**src/rtl/count_display_ctrl_if.sv**
```systemverilog
// Button/control inputs and counter/display outputs of count_display_ctrl.
// The master side drives buttons and controls; the slave side is the controller.
interface count_display_ctrl_if;
  logic       btn_start_stop;
  logic       btn_step;
  logic       dir;
  logic       clr;
  logic [7:0] count;
  logic [3:0] digit;
  logic [1:0] digit_sel;
  logic       running;
  logic       tick;

  modport master (
    output btn_start_stop, btn_step, dir, clr,
    input  count, digit, digit_sel, running, tick
  );

  modport slave (
    input  btn_start_stop, btn_step, dir, clr,
    output count, digit, digit_sel, running, tick
  );
endinterface

```
**src/rtl/count_display_ctrl.sv**
```systemverilog
// Run/stop/step controller for an 8-bit counter with a two-digit multiplexed hex display.
// Optional COUNT_AUTOSTOP_EN: run mode stops at FF (up) or 00 (down) instead of wrapping.
module count_display_ctrl #(
  parameter int PRESCALE_MAX = 9999,
  parameter int DEB_CYCLES   = 255,
  parameter int SCAN_DIV     = 1023
) (
  input  logic                 clk,
  input  logic                 rst,
  count_display_ctrl_if.slave  bus
);

  localparam int PW = (PRESCALE_MAX > 0) ? $clog2(PRESCALE_MAX + 1) : 1;
  localparam int DW = (DEB_CYCLES > 0)   ? $clog2(DEB_CYCLES + 1)   : 1;
  localparam int SW = (SCAN_DIV > 0)     ? $clog2(SCAN_DIV + 1)     : 1;

  localparam logic [PW-1:0] PRESC_TOP = PW'(PRESCALE_MAX);
  localparam logic [DW-1:0] DEB_TOP   = DW'(DEB_CYCLES);
  localparam logic [SW-1:0] SCAN_TOP  = SW'(SCAN_DIV);

  typedef enum logic [1:0] {
    ST_IDLE = 2'd0,
    ST_RUN  = 2'd1,
    ST_STEP = 2'd2
  } state_e;

  // Bit 0 = start/stop button, bit 1 = step button.
  logic [1:0]    btn_raw_s;
  logic [1:0]    sync1_q;
  logic [1:0]    sync2_q;
  logic [1:0]    deb_q;
  logic [1:0]    deb_dly_q;
  logic [DW-1:0] deb_cnt_q [2];
  logic [1:0]    press_s;

  state_e        state_q;
  logic          running_q;
  logic [7:0]    count_q;
  logic [PW-1:0] presc_q;
  logic [7:0]    count_d;
  logic          tick_s;
`ifdef COUNT_AUTOSTOP_EN
  logic          at_term_s;
`endif

  logic [SW-1:0] scan_q;
  logic [1:0]    sel_q;

  assign btn_raw_s = {bus.btn_step, bus.btn_start_stop};
  assign press_s   = deb_q & ~deb_dly_q;

  // Synchronize, debounce and edge-detect both buttons.
  always_ff @(posedge clk) begin
    if (rst) begin
      sync1_q   <= 2'b00;
      sync2_q   <= 2'b00;
      deb_q     <= 2'b00;
      deb_dly_q <= 2'b00;
      for (int i = 0; i < 2; i++) begin
        deb_cnt_q[i] <= {DW{1'b0}};
      end
    end else begin
      sync1_q   <= btn_raw_s;
      sync2_q   <= sync1_q;
      deb_dly_q <= deb_q;
      for (int i = 0; i < 2; i++) begin
        if (sync2_q[i] == deb_q[i]) begin
          deb_cnt_q[i] <= {DW{1'b0}};
        end else if (deb_cnt_q[i] == DEB_TOP) begin
          deb_q[i]     <= sync2_q[i];
          deb_cnt_q[i] <= {DW{1'b0}};
        end else begin
          deb_cnt_q[i] <= deb_cnt_q[i] + DW'(1'b1);
        end
      end
    end
  end

  // Candidate next count for a tick or step, plus the run-mode tick.
  always_comb begin
    if (bus.dir) begin
      count_d = count_q - 8'd1;
    end else begin
      count_d = count_q + 8'd1;
    end
    tick_s = (state_q == ST_RUN) && (presc_q == PRESC_TOP);
  end

`ifdef COUNT_AUTOSTOP_EN
  // Terminal value reached in the current direction.
  always_comb begin
    if (bus.dir) begin
      at_term_s = (count_q == 8'h00);
    end else begin
      at_term_s = (count_q == 8'hFF);
    end
  end
`endif

  // Run/stop/step FSM with prescaler and counter; clr overrides any update.
  always_ff @(posedge clk) begin
    if (rst) begin
      state_q   <= ST_IDLE;
      running_q <= 1'b0;
      count_q   <= 8'h00;
      presc_q   <= {PW{1'b0}};
    end else begin
      case (state_q)
        ST_IDLE: begin
          presc_q <= {PW{1'b0}};
          if (press_s[0]) begin
            state_q   <= ST_RUN;
            running_q <= 1'b1;
          end else if (press_s[1]) begin
            state_q <= ST_STEP;
          end
        end
        ST_RUN: begin
          if (tick_s) begin
            presc_q <= {PW{1'b0}};
`ifdef COUNT_AUTOSTOP_EN
            if (at_term_s) begin
              state_q   <= ST_IDLE;
              running_q <= 1'b0;
            end else begin
              count_q <= count_d;
            end
`else
            count_q <= count_d;
`endif
          end else begin
            presc_q <= presc_q + PW'(1'b1);
          end
          // A stop press overrides prescaler progress; step presses are ignored here.
          if (press_s[0]) begin
            state_q   <= ST_IDLE;
            running_q <= 1'b0;
            presc_q   <= {PW{1'b0}};
          end
        end
        ST_STEP: begin
          state_q   <= ST_IDLE;
          running_q <= 1'b0;
          count_q   <= count_d;
        end
        default: begin
          state_q   <= ST_IDLE;
          running_q <= 1'b0;
          presc_q   <= {PW{1'b0}};
        end
      endcase
      if (bus.clr) begin
        count_q <= 8'h00;
        presc_q <= {PW{1'b0}};
      end
    end
  end

  // Free-running digit scan; the select flips each time the dwell counter wraps.
  always_ff @(posedge clk) begin
    if (rst) begin
      scan_q <= {SW{1'b0}};
      sel_q  <= 2'b01;
    end else if (scan_q == SCAN_TOP) begin
      scan_q <= {SW{1'b0}};
      sel_q  <= {sel_q[0], sel_q[1]};
    end else begin
      scan_q <= scan_q + SW'(1'b1);
    end
  end

  assign bus.count     = count_q;
  assign bus.running   = running_q;
  assign bus.tick      = tick_s;
  assign bus.digit_sel = sel_q;
  assign bus.digit     = sel_q[1] ? count_q[7:4] : count_q[3:0];

endmodule

```
**src/flat_wrapper.sv**
```systemverilog
// flat-port wrapper written by rule: the top's interface ports become plain ports
module count_display_ctrl_flat 
#(
  parameter int PRESCALE_MAX = 9999,
  parameter int DEB_CYCLES   = 255,
  parameter int SCAN_DIV     = 1023
)
  (clk, rst, bus_btn_start_stop, bus_btn_step, bus_dir, bus_clr, bus_count, bus_digit, bus_digit_sel, bus_running, bus_tick);
  count_display_ctrl_if bus_i ();
  input  logic clk;
  input  logic rst;
  input wire logic [$bits(bus_i.btn_start_stop)-1:0] bus_btn_start_stop;
  input wire logic [$bits(bus_i.btn_step)-1:0] bus_btn_step;
  input wire logic [$bits(bus_i.dir)-1:0] bus_dir;
  input wire logic [$bits(bus_i.clr)-1:0] bus_clr;
  output wire logic [$bits(bus_i.count)-1:0] bus_count;
  output wire logic [$bits(bus_i.digit)-1:0] bus_digit;
  output wire logic [$bits(bus_i.digit_sel)-1:0] bus_digit_sel;
  output wire logic [$bits(bus_i.running)-1:0] bus_running;
  output wire logic [$bits(bus_i.tick)-1:0] bus_tick;
  assign bus_i.btn_start_stop = bus_btn_start_stop;
  assign bus_i.btn_step = bus_btn_step;
  assign bus_i.dir = bus_dir;
  assign bus_i.clr = bus_clr;
  assign bus_count = bus_i.count;
  assign bus_digit = bus_i.digit;
  assign bus_digit_sel = bus_i.digit_sel;
  assign bus_running = bus_i.running;
  assign bus_tick = bus_i.tick;
  count_display_ctrl #(.PRESCALE_MAX(PRESCALE_MAX), .DEB_CYCLES(DEB_CYCLES), .SCAN_DIV(SCAN_DIV)) u_core (.clk(clk), .rst(rst), .bus(bus_i));
endmodule
```
**config.mk**
```make
export PLATFORM = sky130hd
export DESIGN_NAME = count_display_ctrl_flat
export DESIGN_NICKNAME = d
export VERILOG_FILES = /design/src/rtl/count_display_ctrl_if.sv /design/src/rtl/count_display_ctrl.sv /design/src/flat_wrapper.sv
export SDC_FILE = /design/constraint.sdc
export NUM_CORES = 1
export LEC_CHECK = 0
export CAP_MARGIN = 20
export CORE_MARGIN = 2
export CORE_UTILIZATION = 58
export CTS_CLUSTER_DIAMETER = 30
export DETAILED_ROUTE_END_ITERATION = 7
export GPL_TIMING_DRIVEN = 0
export HOLD_SLACK_MARGIN = 0.08
export PLACE_DENSITY = 0.79
export SLEW_MARGIN = 20
export SYNTH_ARGS = -nofsm -noshare
export SYNTH_HDL_FRONTEND = slang
export SYNTH_SLANG_ARGS = --single-unit
```
**constraint.sdc**
```tcl
create_clock -name clk -period 2.45 [get_ports clk]
set_input_delay 0.49 -clock clk [delete_from_list [all_inputs] [get_ports clk]]
set_output_delay 0.49 -clock clk [all_outputs]
set_load 0.05 [all_outputs]
```
==> flow_summary.yaml, run 1 <==
outcome:
  status: "complete, no violations"
clock_tree:
  cts-hold-fix-buffers: 0
  clock-sinks: 61
  htreeDepth: 3
  clockRootBuffer: "clkbuf_8"
  cts_buffers: 9
  clk_pin_slew_ns: 0.07
  clk_latency_ns: 0.34
  cts_tree: "yes"
  clock_path_buffers: 2
sta:
  rsz0062_at_grt: "false"
  finClkSkew_ns: 0.00668
  max_freq_mhz: 434
  hold_viol_final: 0
  tightest_slew_ns: 0.530
  report.final.slew_viol_count: 0
  period_minus_slack_ns: 2.31
  post-route-period-util_pct: 94.1
  setup_viol: 0
  slew-limit-headroom_pct: 64.7
  setup_ws_ns: 0.144
floorplan:
  core-area_um2: 5110
  dieArea_um2: 5890
  num_io_pins: 22
  die_w_um: 76.8
  start_util_pct: 60.1
  rows: 26
  fp.dieH_um: 76.8
global_route:
  grt_start_max_net_pins: 13
  antenna_found_initial: 0
  gr-total-overflow: 0
  track_usage_pct: 21.9
  grt_pass1_vias: 2366
  grt_pass1_wl_mm: 10.4
worst_setup_path:
  cp.required_ns: 1.96
  path_class: "register to output port"
  crit_path_end_kind: "output port"
  startpoint_type: "register"
  crit_fanout: 6
  worst_ep_arrival_time_ns: 1.82
pwr:
  finalPower_mw: 2.09
  internal-power_mw: 1.62
  swShare_pct: 22.5
  pwr-share-clk_pct: 45.2
  seqPwrFrac_pct: 51.1
  p_per_area_nw_per_um2: 575
  power.switching_mw: 0.470
  combPwrFrac_pct: 3.7
  vdd_ir_drop_max_v: 0.000408
  p_leak_nw: 1.39
place:
  port_buffers: 21
  dp_slack_ns: -0.267
  gp_congestion: 0.848
  dpl.hpwl_mm: 4.09
synthesis:
  synth_ff_type: "dfxtp_1"
  avgSynthCellArea_um2: 9.22
  synthArstFlopShare_pct: 0
  synth_enable_flop_cells: 16
  synth_cell_types: 52
  synth_warnings: 0
  netlist_area_um2: 3070
  synthCells: 333
  ys_seq_area_share_pct: 45.0
  synth_seq_cells: 61
drt:
  drt_iter0_drc: 161
  ant_nets: 0
  firstDrtPassIters: 4
  num_vias: 2482
  routed_wl_mm: 5.90
  vias_per_cell: 5.45
  wl_per_cell_um: 13.0
  drc: 0
layout:
  n_antenna_cell: 0
  finalCoreUtilization_pct: 71.0
  final_layout_size_suffix_gt1_share_pct: 8.05
  finalNetCount: 397
  area_growth_pct: 18.2
run:
  drv_cap: 0
worst_hold_path:
  min_path_type: "register to register"
## state kept, by name, summed over array words and instances, names as in the netlist
register	flops
u_core.bus.running	1
u_core.bus.digit_sel	2
u_core.deb_q	2
u_core.scan_q	10
u_core.deb_cnt_q	16
u_core.sync2_q	2
u_core.bus.count	8
u_core.state_q	2
u_core.deb_dly_q	2
u_core.sync1_q	2
u_core.presc_q	14
## path summary, 6_finish.rpt
kind / startpoint / to / slack, ns / cells past startpoint
setup / recovery: u_core.presc_q[0]$_SDFFE_PP0N_ / bus_tick / 0.14 / 6
hold reg to reg: u_core.deb_dly_q[1]$_SDFF_PP0_ / u_core.state_q[1]$_SDFFE_PP0P_ / 0.40 / 1
setup reg to reg: u_core.presc_q[0]$_SDFFE_PP0N_ / u_core.presc_q[12]$_SDFFE_PP0N_ / 0.36 / 9
hold / removal: u_core.deb_dly_q[1]$_SDFF_PP0_ / u_core.state_q[1]$_SDFFE_PP0P_ / 0.40 / 1
## synth_stat cells, types with 10 or more instances
cell type   n  area (µm²)
nand2_1    23        86.3
and3_1     10        62.6
xor2_1     15         131
nand3_1    20         100
a311oi_1   10        87.6
dfxtp_1    45         901
xnor2_1    10        87.6
nand2b_1   11        68.8
edfxtp_1   16         480
a21oi_1    14        70.1
nor2_1     48         180
ha_1       10         125
## logic make-up (layout without fill, tap and decap cells)
family	Yosys count	after routing	share of synthesized area, %
flops	61	61	45.0
other cells	1	16	0.122
compound gates	55	55	12.3
mux	6	6	2.04
buf+inv	24	61	3.63
xor+xnor	25	25	7.13
simple gates	150	150	25.1
fa+ha+maj	11	11	4.73
## through the flow
stage	TNS, ns	area (µm²)	hold WS, ns	instances
floorplan	0	3130	0.374	348
global placement	-0.475	3420	0.378	439
detailed placement	-0.516	3420	0.390	439
CTS	0	3630	0.409	455
global route	0	3630	0.440	455
finish	0	3630	0.405	455
## cell type report
| type | count | area (µm²) |
|---|---|---|
| Clock inverter | 5 | 58.8 |
| Fill cell | 429 | 1480 |
| Clock buffer | 11 | 153 |
| Sequential cell | 61 | 1380 |
| Inverter | 8 | 30.0 |
| Buffer | 16 | 81.3 |
| Timing Repair Buffer | 21 | 203 |
| Multi-Input combinational cell | 263 | 1630 |
| Tap cell | 70 | 87.6 |
## routing by layer
layer / vias up / routed length [µm] / GRT usage [%]
met1: 1140 / 2690 / 26.7
met2: 65 / 2720 / 34.7
li1: 1267 / - / -
met3: 10 / 363 / 7.76
met5: - / 0 / 0
met4: 0 / 117 / 10.2
## placed cells by master, fill, tap and decap left out, types with 3 or more instances in the layout
master,n
conb_1,16
dfxtp_1,45
clkbuf_1,10
clkdlybuf4s50_1,15
edfxtp_1,16
nand2_1,23
nor2_1,48
xor2_1,15
nor4_1,3
nor3_1,7
dlygate4sd2_1,4
clkbuf_8,9
ha_1,10
mux2i_1,4
nand3_1,20
nor2b_1,8
o21ai_0,9
a311oi_1,10
nand2b_1,11
o211ai_1,3
a21oi_1,14
and3_1,10
nand4_1,4
xnor2_1,10
a31oi_1,3
buf_2,5
inv_1,8
## critical path: stages, from the launching register on
cell     delay (ns)
dfxtp_1        0.38
ha_1           0.23
and3_1         0.16
buf_2          0.16
nand4_1        0.12
nor2_1         0.14
buf_2          0.28
## timing repair
item,CTS,global route
buffers inserted,0,0
gates resized for setup,7,3
endpoints found under the setup margin,5,2
pin swaps,0,0
## power by group through the flow
stage / Clock [mW] / Sequential (mW) / Combinational, mW
after floorplan: 0 / 1.09 / 0.0541
after global placement: 0 / 1.09 / 0.0747
after detailed placement: 0 / 1.09 / 0.0768
after CTS: 0.956 / 1.07 / 0.0776
after global routing: 0.996 / 1.07 / 0.0902
final: 0.942 / 1.07 / 0.0774
Power figures use the tool's default switching activity.
==> run 2: changes to the inputs <==
--- a/config.mk
+++ b/config.mk
@@ -9,6 +9,7 @@
 export CORE_MARGIN = 2
 export CORE_UTILIZATION = 58
 export CTS_CLUSTER_DIAMETER = 30
+export CTS_CLUSTER_SIZE = 25
 export DETAILED_ROUTE_END_ITERATION = 7
 export GPL_TIMING_DRIVEN = 0
 export HOLD_SLACK_MARGIN = 0.08
==> results of run 2 <==
No change in the layout: final DEF, timing and power equal those of run 1.
==> run 3: changes to the inputs <==
--- a/config.mk
+++ b/config.mk
@@ -5,7 +5,7 @@
 export SDC_FILE = /design/constraint.sdc
 export NUM_CORES = 1
 export LEC_CHECK = 0
-export CAP_MARGIN = 20
+export CAP_MARGIN = 15
 export CORE_MARGIN = 2
 export CORE_UTILIZATION = 58
 export CTS_CLUSTER_DIAMETER = 30
==> results of run 3 <==
No change in the layout: final DEF, timing and power equal those of run 1.
==> RTL change (flow settings as in run 1) <==
Add a define of `COUNT_AUTOSTOP_EN`.
--- a/src/rtl/count_display_ctrl.sv
+++ b/src/rtl/count_display_ctrl.sv
@@ -1,5 +1,7 @@
 // Run/stop/step controller for an 8-bit counter with a two-digit multiplexed hex display.
 // Optional COUNT_AUTOSTOP_EN: run mode stops at FF (up) or 00 (down) instead of wrapping.
+`define COUNT_AUTOSTOP_EN
+
 module count_display_ctrl #(
   parameter int PRESCALE_MAX = 9999,
   parameter int DEB_CYCLES   = 255,
Formal check against the unedited RTL: same outputs for any inputs over 10 cycles, from zero or initial values and one cycle with rst high; that may be too few to reach the edited logic, so the function may still have changed.
==> RTL change against run 1 <==
  * Routed wire length fell by 6.6%
  * Cell count fell by 2.2%
  * Global-route usage fell by 1.2 points
  * Cell area fell by 1.3%
  * Worst setup slack got worse by 0.028 ns
  * Critical path depth fell by 1
  * Sequential cell count did not move
  * Via count fell by 7.9%
  * Synthesized area fell by 1.8%
  * Critical endpoint unchanged
  * Total power fell by 4.9%
==> RTL change: results (changes against run 1) <==
Yosys
  • Synth Area in Adders: 6.061% (was 4.727%)
  • List of most frequent post-synthesis cells: 60 x nor2_1, 45 x dfxtp_1, 22 x xor2_1 (was 48 x nor2_1, 45 x dfxtp_1, 23 x nand2_1)
  • Compound-Gate Fraction of Synth Area: 6.808% (was 12.27%)
  • Post-synthesis sequential area ratio: 45.83% (was 44.99%)
  • Post-Synth XOR/XNOR Area: 11.04% (was 7.131%)
  • Yosys Warn Count: 0 (unchanged)
  • Cell variety after synth: 47 (was 52)
  • Mux share of post-synthesis cell area: 3.072% (was 2.037%)
  • Async SR Flop Fraction: 0% (unchanged)
  • Area contributors post-synth: dfxtp_1 30%, edfxtp_1 16%, nor2_1 7.5% (was dfxtp_1 29%, edfxtp_1 16%, nor2_1 5.9%)

Power and ir drop
  • IR drop worst, VDD: 0.5171 mV (was 0.4081 mV)
  • Leakage: 1.383 nW (was 1.388 nW)

STA
  • Max Clk Rate: 428.5 MHz (was 433.7 MHz)
  • Slew @ Worst Pin: 0.5232 ns (was 0.5295 ns)
  • Clock Skews: 0.009006 ns (was 0.006684 ns)

Run status
  • Outcome: completed (unchanged)

Finish
  • Fill cells: 410 (was 429)
  • Layout net count: 390 (was 397)
  • Ratio of cells with drive above 1 in the final layout: 8.267% (was 8.052%)

Route
  • Initial DRC Count: 119 (was 161)
  • Total routed wirelength: 5.509 mm (was 5.896 mm)
  • Vias/cell: 5.139 (was 5.455)

Global routing
  • Vias in the first global route: 2171 (was 2366)
  • All-Layer GR Usage: 20.67% (was 21.92%)
  • Global-route wire length before repair: 9.660 mm (was 10.36 mm)
  • Largest net degree at the start of global routing: 12 (was 13)

Placed design
  • Placer congestion estimate: 0.8326 (was 0.8478)
  • Post-place setup slack: -0.4685 ns (was -0.2674 ns)
  • Final HPWL DP: 3.915 mm (was 4.088 mm)

Critical path
  • R2R setup slack: 0.20 ns (was 0.36 ns)
  • CP Max Fanout: 6 (unchanged)
  • CP Data Arrival Time: 1.84 ns (was 1.82 ns)
  • R2r startpoint: u_core.bus.count[4]$_SDFFE_PP0P_ (was u_core.presc_q[0]$_SDFFE_PP0N_)
  • Critical R2R Capture: u_core.bus.count[2]$_SDFFE_PP0P_ (was u_core.presc_q[12]$_SDFFE_PP0N_)
  • Family with the most delay on the worst path: simple AND/OR/NAND/NOR gates (was buffers and inverters)
  • Worst r2r path cells: 6 (was 9)

Clocking
  • Post-CTS Setup Repair Bufs: 0 (unchanged)

Hold path
  • Worst Hold Launch: u_core.sync1_q[0]$_SDFF_PP0_ (was u_core.deb_dly_q[1]$_SDFF_PP0_)
  • Hold Path Class: reg -> reg (unchanged)
  • WHS Endpoint: u_core.sync2_q[0]$_SDFF_PP0_ (was u_core.state_q[1]$_SDFFE_PP0P_)
==> RTL change: changes by cell type after synthesis, sizes merged, moves of 4 or more <==
cell	before	now
xnor2	10	16
a21oi	14	7
nand2	23	19
xor2	15	22
inv	8	13
a311oi	10	0
nor2	48	60
and3	10	6
clkbuf	10	6
nand2b	11	5
==> RTL change: what timing repair did <==
item                                    in CTS  in global routing
endpoints found under the setup margin      13                  2
resized for setup                           13                  3
pin swaps                                    0                  1
gates cloned                                 0                  0
==> RTL change: worst max path at each step <==
stage / from / to
finish: u_core.presc_q[0]$_SDFFE_PP0P_ / bus_tick
global route: u_core.presc_q[0]$_SDFFE_PP0P_ / bus_tick
CTS: u_core.presc_q[4]$_SDFFE_PP0P_ / bus_tick
detailed placement: bus_dir / u_core.bus.count[3]$_SDFFE_PP0P_
global placement: bus_dir / u_core.bus.count[5]$_SDFFE_PP0P_
floorplan: u_core.bus.count[1]$_SDFFE_PP0P_ / bus_digit[1]
==> RTL change: kinds of logic (layout without fill, tap and decap cells) <==
logic type,after synthesis,after routing
muxes,9,9
AOI/OAI and AO/OA,30,30
xor gates and xnor gates,38,38
other,1,16
DFF,61,61
and+or+nand+nor,148,148
buffers and inverters,22,59
adders and majority gates,14,14
==> RTL change: per-layer routing <==
layer  vias to the layer above  track usage [%]  wire, um
met5                         -                0         0
met4                         0            7.091        70
met3                         7            6.043       177
met2                        33            34.55      2682
met1                      1063            25.67      2578
li1                       1184                -         -
==> RTL change: worst reg2reg max path, cell delays in order (launching register included) <==
cell and delay (ns):
dfxtp_1 0.46, nand4_1 0.12, or4b_2 0.66, a41oi_1 0.35
clkbuf_4 0.30, mux2i_1 0.20, nor2_1 0.05
==> RTL change: final cells by class <==
type / count / share of cell area, %
plain buffers: 9 / 1.084
clock buffers: 13 / 4.998
flip-flops and latches: 61 / 38.59
well taps: 70 / 2.447
clock inverters: 3 / 0.4893
inverters: 13 / 1.363
repair buffers: 21 / 5.732
multi-input cells: 255 / 45.30
==> RTL change: stage by stage <==
stage                     setup TNS, ns  util [%]  hold slack, ns  cells  instance area (sq um)
final                                 0     70.54          0.4426    445                   3580
after global routing          -0.003424     70.54          0.4700    445                   3580
after CTS                             0     70.27          0.4462    445                   3566
after detailed placement         -3.878     66.37          0.4311    429                   3368
after global placement           -3.727     66.37          0.4220    429                   3368
after floorplan                       0         -          0.4138    338                   3070
==> RTL change: power by group <==
group          leakage [nW]  switching [W]  total [W]  internal [W]
sequential            0.529      0.0000137    0.00107       0.00105
clock                 0.101       0.000369   0.000843      0.000474
combinational         0.753      0.0000418  0.0000733     0.0000315
